--- config.mk ---
export PLATFORM = sky130hd
export DESIGN_NAME = instr_fetch_unit
export DESIGN_NICKNAME = d
export VERILOG_FILES = /design/src/rtl/instr_fetch_unit.sv
export SDC_FILE = /design/constraint.sdc
export NUM_CORES = 1
export LEC_CHECK = 0
export ABC_AREA = 0
export CELL_PAD_IN_SITES_DETAIL_PLACEMENT = 1
export CELL_PAD_IN_SITES_GLOBAL_PLACEMENT = 2
export CORE_UTILIZATION = 32
export CTS_CLUSTER_DIAMETER = 30
export CTS_CLUSTER_SIZE = 16
export DETAILED_ROUTE_END_ITERATION = 10
export PLACE_DENSITY = 0.92
export SLEW_MARGIN = 40
export SYNTH_ARGS = -nofsm -noshare
export SYNTH_HDL_FRONTEND = slang
export SYNTH_SLANG_ARGS = --single-unit
export TNS_END_PERCENT = 10
--- constraint.sdc ---
create_clock -name clk -period 6.3 [get_ports clk]
set_input_delay 0.945 -clock clk [delete_from_list [all_inputs] [get_ports clk]]
set_output_delay 0.945 -clock clk [all_outputs]
set_load 0.01 [all_outputs]
--- src/rtl/instr_fetch_unit.sv ---
// -----------------------------------------------------------------------------
// instr_fetch_unit
//
// Fetch stage that sits directly in front of a combinational instruction ROM.
// It owns the program counter, presents it to the ROM as a byte address, and
// captures the returned word into a small instruction buffer. Decode drains the
// buffer over a valid/ready handshake. A one-cycle redirect from branch/jump
// resolution flushes the buffer and reloads the program counter.
//
// Parameters:
//   RESET_PC    - PC loaded on reset (4-byte aligned)
//   FIFO_DEPTH  - instruction buffer entries (power of two, >= 2)
//
// Ports:
//   clk            - rising-edge system clock
//   reset          - asynchronous, active-high reset
//   imem_addr      - byte address driven to the ROM (current fetch PC)
//   imem_data      - ROM word for imem_addr, valid in the same cycle
//   redirect_valid - one-cycle pulse: flush buffer and jump to redirect_pc
//   redirect_pc    - redirect target byte address
//   out_valid      - buffer head holds a valid instruction
//   out_ready      - decode accepts the head this cycle
//   out_instr      - instruction at the buffer head (0 while empty)
//   out_pc         - PC of out_instr (0 while empty)
//   out_pc_plus4   - out_pc + 4, wrapping at 2^32
//   misalign_err   - registered pulse: previous redirect target was unaligned
//   fetch_cnt      - number of completed handshakes, wrapping at 2^32
// -----------------------------------------------------------------------------
module instr_fetch_unit #(
   parameter logic [31:0] RESET_PC   = 32'h0000_0000,
   parameter int          FIFO_DEPTH = 2
) (
   input  logic        clk,
   input  logic        reset,
   output logic [31:0] imem_addr,
   input  logic [31:0] imem_data,
   input  logic        redirect_valid,
   input  logic [31:0] redirect_pc,
   output logic        out_valid,
   input  logic        out_ready,
   output logic [31:0] out_instr,
   output logic [31:0] out_pc,
   output logic [31:0] out_pc_plus4,
   output logic        misalign_err,
   output logic [31:0] fetch_cnt
);

   localparam int PTR_W = (FIFO_DEPTH > 1) ? $clog2(FIFO_DEPTH) : 1;
   localparam int CNT_W = PTR_W + 1;
   localparam logic [CNT_W-1:0] DEPTH_C = CNT_W'(FIFO_DEPTH);

   logic [31:0]      fetchPc_q, fetchPc_d;
   logic [PTR_W-1:0] rdPtr_q, rdPtr_d;
   logic [PTR_W-1:0] wrPtr_q, wrPtr_d;
   logic [CNT_W-1:0] count_q, count_d;
   logic [31:0]      fetchCnt_q, fetchCnt_d;
   logic             misalign_q, misalign_d;

   logic [31:0]      instrMem_q [FIFO_DEPTH];
   logic [31:0]      pcMem_q    [FIFO_DEPTH];

   logic             push;
   logic             pop;

   // The ROM is combinational, so the current PC is the ROM address directly.
   assign imem_addr = fetchPc_q;

   // Head outputs come straight from buffer storage and are forced to zero
   // while the buffer is empty so decode never sees stale entries.
   assign out_valid    = (count_q != '0);
   assign out_instr    = out_valid ? instrMem_q[rdPtr_q] : 32'h0;
   assign out_pc       = out_valid ? pcMem_q[rdPtr_q]    : 32'h0;
   assign out_pc_plus4 = out_pc + 32'd4;
   assign misalign_err = misalign_q;
   assign fetch_cnt    = fetchCnt_q;

   // Next-state logic. A pop in a redirect cycle still counts as a completed
   // handshake; the flush then discards everything else. Pushing is allowed
   // into a full buffer when the head leaves in the same cycle.
   always_comb begin
      pop        = out_valid && out_ready;
      push       = !redirect_valid && ((count_q < DEPTH_C) || pop);
      fetchPc_d  = fetchPc_q;
      rdPtr_d    = rdPtr_q;
      wrPtr_d    = wrPtr_q;
      count_d    = count_q;
      fetchCnt_d = fetchCnt_q + (pop ? 32'd1 : 32'd0);
      misalign_d = redirect_valid && (redirect_pc[1:0] != 2'b00);

      if (redirect_valid) begin
         rdPtr_d   = '0;
         wrPtr_d   = '0;
         count_d   = '0;
         fetchPc_d = {redirect_pc[31:2], 2'b00};
      end else begin
         if (push) begin
            wrPtr_d   = wrPtr_q + PTR_W'(1);
            fetchPc_d = fetchPc_q + 32'd4;
         end
         if (pop) begin
            rdPtr_d = rdPtr_q + PTR_W'(1);
         end
         if (push && !pop) begin
            count_d = count_q + CNT_W'(1);
         end else if (pop && !push) begin
            count_d = count_q - CNT_W'(1);
         end
      end
   end

   // Control state: PC, buffer pointers/occupancy, handshake counter and the
   // misalignment pulse, all cleared immediately by reset.
   always_ff @(posedge clk or posedge reset) begin
      if (reset) begin
         fetchPc_q  <= RESET_PC;
         rdPtr_q    <= '0;
         wrPtr_q    <= '0;
         count_q    <= '0;
         fetchCnt_q <= 32'h0;
         misalign_q <= 1'b0;
      end else begin
         fetchPc_q  <= fetchPc_d;
         rdPtr_q    <= rdPtr_d;
         wrPtr_q    <= wrPtr_d;
         count_q    <= count_d;
         fetchCnt_q <= fetchCnt_d;
         misalign_q <= misalign_d;
      end
   end

   // Buffer storage needs no reset: occupancy alone decides what is visible.
   always_ff @(posedge clk) begin
      if (push) begin
         instrMem_q[wrPtr_q] <= imem_data;
         pcMem_q[wrPtr_q]    <= fetchPc_q;
      end
   end

endmodule

==> results by group <==
Worst setup path
  – Crit-path max cell delay: 960 ps
  – Critical-path top delay cell: dfrtp_4
  – Path type of the worst setup path: reg2out
  – Kind of end point of the critical path: output port
  – Critical path arrival: 4040 ps
  – Type of origin of the critical path: flip-flop
  – Worst-path maximum fanout: 53
  – Gate family responsible for the most delay along the worst path: simple AND/OR/NAND/NOR gates
  – List of cells traversed by the critical path: buf_4, nand3_2, nand2_1, nand4_1, nor4_2, xor2_1, clkdlybuf4s50_1
  – Critical Path RT: 5350 ps
  – Bufs and invs on worst path: 2

Route
  – Vias/cell: 4.85
  – Residual DRC count: 0
  – Number of vias after detailed routing: 6218
  – Pre-antenna DRT Iters: 4
  – Wirelength per Cell: 18.5 microns
  – First DRT Iteration DRCs: 371
  – Aggregate routed wire length: 23.7 mm
  – Count of nets left with antenna violations after detail routing: 0

Logic synthesis
  – Post-synthesis sequential element count: 191
  – Most used flip-flop cell after synthesis: edfxtp_1
  – Yosys synthesis warning count: 0
  – Avg Inst Size Synth: 12.5 sq um
  – Post-synth top area share: 42.2%
  – Cell type with the highest aggregate area in the netlist: edfxtp_1
  – Fraction of synthesis flops using an asynchronous set or reset pin: 35.1%
  – Dominant cells by area after synthesis: edfxtp_1 (42%), dfrtp_1 (19%), mux2i_1 (7.0%)
  – Number of synthesized flops with an enable pin: 124
  – Part of the Yosys area used for sequential elements: 61.2%
  – Syn Std Cell Area: 8830 sq um
  – Distinct cells, synth: 46
  – Syn Inst Count: 707

Power and ir drop
  – Final total power: 3380 uW
  – Peak ir drop on the vdd network: 0.140 mV
  – Leakage power figure: 0.00433 uW
  – Power density cells: 281 nW/um^2

Global routing
  – Number of antenna violations at the first check in global routing: 0
  – Maximum number of pins on one net before global-route repair: 68
  – Via count of the first global-routing pass: 6473
  – Wire length of the first global-routing pass: 37.1 mm
  – Total routing resource utilization after global routing: 17.1%
  – Total grt overflow: 0

Job
  – Max-Cap Viols: 0

Placement
  – IO Port Bufs: 223
  – Number of cells in the design after placement: 1249
  – Detail Placement HPWL: 17.2 mm
  – Routability Congestion: 0.786

Clock tree
  – CTS max path bufs: 2
  – Clock tree from TritonCTS: done
  – CTS resizes: 0
  – Post-CTS Setup Bufs: 0
  – Clock-pin slew on the worst setup and hold paths: 70 ps
  – Clk Latency, worst-skew pair: 430 ps
  – Number of hold buffers added after CTS: 0
  – Root Buffer: clkbuf_16
  – Number of sinks handled by clock tree synthesis: 191
  – CTS HTree Levels: 4
  – TritonCTS buffer count: 17

STA
  – TNS Setup: 0 ps
  – Final Max Tran Viols: 0
  – Transition time at the pin with the least slew margin: 821 ps
  – Unrepaired setup endpoints after global routing: false
  – Worst slack on hold paths: 496 ps
  – Count of endpoints failing setup in the final report: 0
  – Max_slew headroom: 45.3%
  – Final clock period utilization by the worst path: 79.2%
  – Hold Fails Final Rpt: 0
  – Clock period minus final worst setup slack: 4990 ps
  – Worst clock skew: 14.7 ps
  – Max frequency: 0.200 GHz

Floorplan
  – Effective utilization at floorplan: 32.7%
  – Die Height: 168 microns
  – Number of primary I/O pins: 230
  – Standard-cell row count: 60
  – Core footprint: 27000 sq um
  – Die W: 168 microns
  – Die footprint: 28300 sq um

Final layout
  – Layout net count: 998
  – Antenna diode instance count: 0
  – Fraction of layout cells with a size suffix above 1: 7.77%
  – Area Overhead vs Synth: 36.2%
  – Fill cell count: 2852
  – Non-filler instance count after layout: 1281

Status
  – Result of the run: complete, no violations

Min path
  – Hold crit path type: reg2reg
## area by class of cell
class / instances / area [sq um] / area share (%)
Multi-Input combinational cell: 477 / 3220 / 26.7
Tap cell: 341 / 427 / 3.55
Timing Repair Buffer: 230 / 2290 / 19.0
Clock inverter: 15 / 229 / 1.90
Inverter: 10 / 37.5 / 0.312
Sequential cell: 191 / 5400 / 44.9
Clock buffer: 17 / 425 / 3.54
## cells in the final DEF, fill, tap and decap left out, types with 19 or more instances in the layout
master,instances
clkdlybuf4s50_1,222
dfrtp_1,66
edfxtp_1,124
mux2i_1,62
nand2_1,62
nand3_1,33
nand4_1,22
nor2_1,77
nor3_1,19
o21ai_0,29
xnor2_1,48
xor2_1,42
## flip-flops by register name (all words and copies together), names as in the netlist
signal / flops
misalign_err: 1
count_q: 2
imem_addr: 30
rdPtr_q: 1
instrMem_q: 64
fetch_cnt: 32
pcMem_q: 60
wrPtr_q: 1
## synthesized netlist by cell type, types with 4 or more instances
| master | instances |
|---|---|
| edfxtp_1 | 124 |
| nor2_1 | 77 |
| dfrtp_1 | 67 |
| mux2i_1 | 62 |
| nand2_1 | 62 |
| xnor2_1 | 48 |
| xor2_1 | 42 |
| nand3_1 | 33 |
| o21ai_0 | 29 |
| nand4_1 | 22 |
| nor3_1 | 20 |
| nor4_1 | 12 |
| clkbuf_1 | 11 |
| inv_1 | 10 |
| and3_1 | 9 |
| buf_2 | 8 |
| buf_4 | 7 |
| nor4_2 | 7 |
| and4_1 | 5 |
| nand3b_1 | 5 |
| a211oi_2 | 4 |
## path summary, 6_finish.rpt
kind,endpoint,depth (start not counted),start,slack (ps)
max,out_pc_plus4[29],7,rdPtr_q$_DFFE_PP0P_,1310
min,fetch_cnt[31]$_DFF_PP0_,1,fetch_cnt[31]$_DFF_PP0_,500
max reg2reg,fetch_cnt[18]$_DFF_PP0_,8,count_q[1]$_DFFE_PP0P_,3790
min reg2reg,fetch_cnt[31]$_DFF_PP0_,1,fetch_cnt[31]$_DFF_PP0_,500
max in group asynchronous,rdPtr_q$_DFFE_PP0P_,3,reset,4770
min in group asynchronous,imem_addr[28]$_DFFE_PP0P_,3,reset,980
## metal layers
| metal | track usage [%] | vias up | share of wire, % |
|---|---|---|---|
| met4 | 4.43 | 0 | 1.4 |
| met2 | 27.1 | 160 | 46 |
| li1 | - | 2966 | - |
| met3 | 3.67 | 16 | 4.2 |
| met1 | 23.7 | 3076 | 48 |
| met5 | 0 | - | 0 |
## worst register-to-register path, cell delays in order, from the launching register on
cell	delay, ps
dfrtp_1	490
nor2_4	140
nor2_1	200
ha_1	240
nand4_1	180
or3_1	500
nor3_1	380
nand3_1	150
xnor2_1	140
## per-stage QoR
| step | area, sq um | setup WS, ps | util, % |
|---|---|---|---|
| after floorplan | 8850 | 129 | - |
| after global routing | 12000 | 1040 | 44.5 |
| after global placement | 11400 | 1830 | 42.0 |
| after CTS | 12000 | 1230 | 44.5 |
| final | 12000 | 1310 | 44.5 |
| after detailed placement | 11400 | 1690 | 42.0 |
## where the power goes
group	switching [uW]	leakage [uW]	internal (uW)
Sequential	115	0.00202	1450
Clock	495	0.000311	679
Combinational	309	0.00199	330
Total	919	0.00433	2460
## kinds of logic after synthesis
logic type	Yosys count	share of synthesized area, %
compound gates	40	2.89
xor+xnor	90	8.93
fa+ha+maj	3	0.425
buf+inv	44	2.91
flops	191	61.2
mux	65	7.41
other cells	1	0.0425
simple gates	273	16.2
Note: power is estimated with default switching activity, not from simulation.
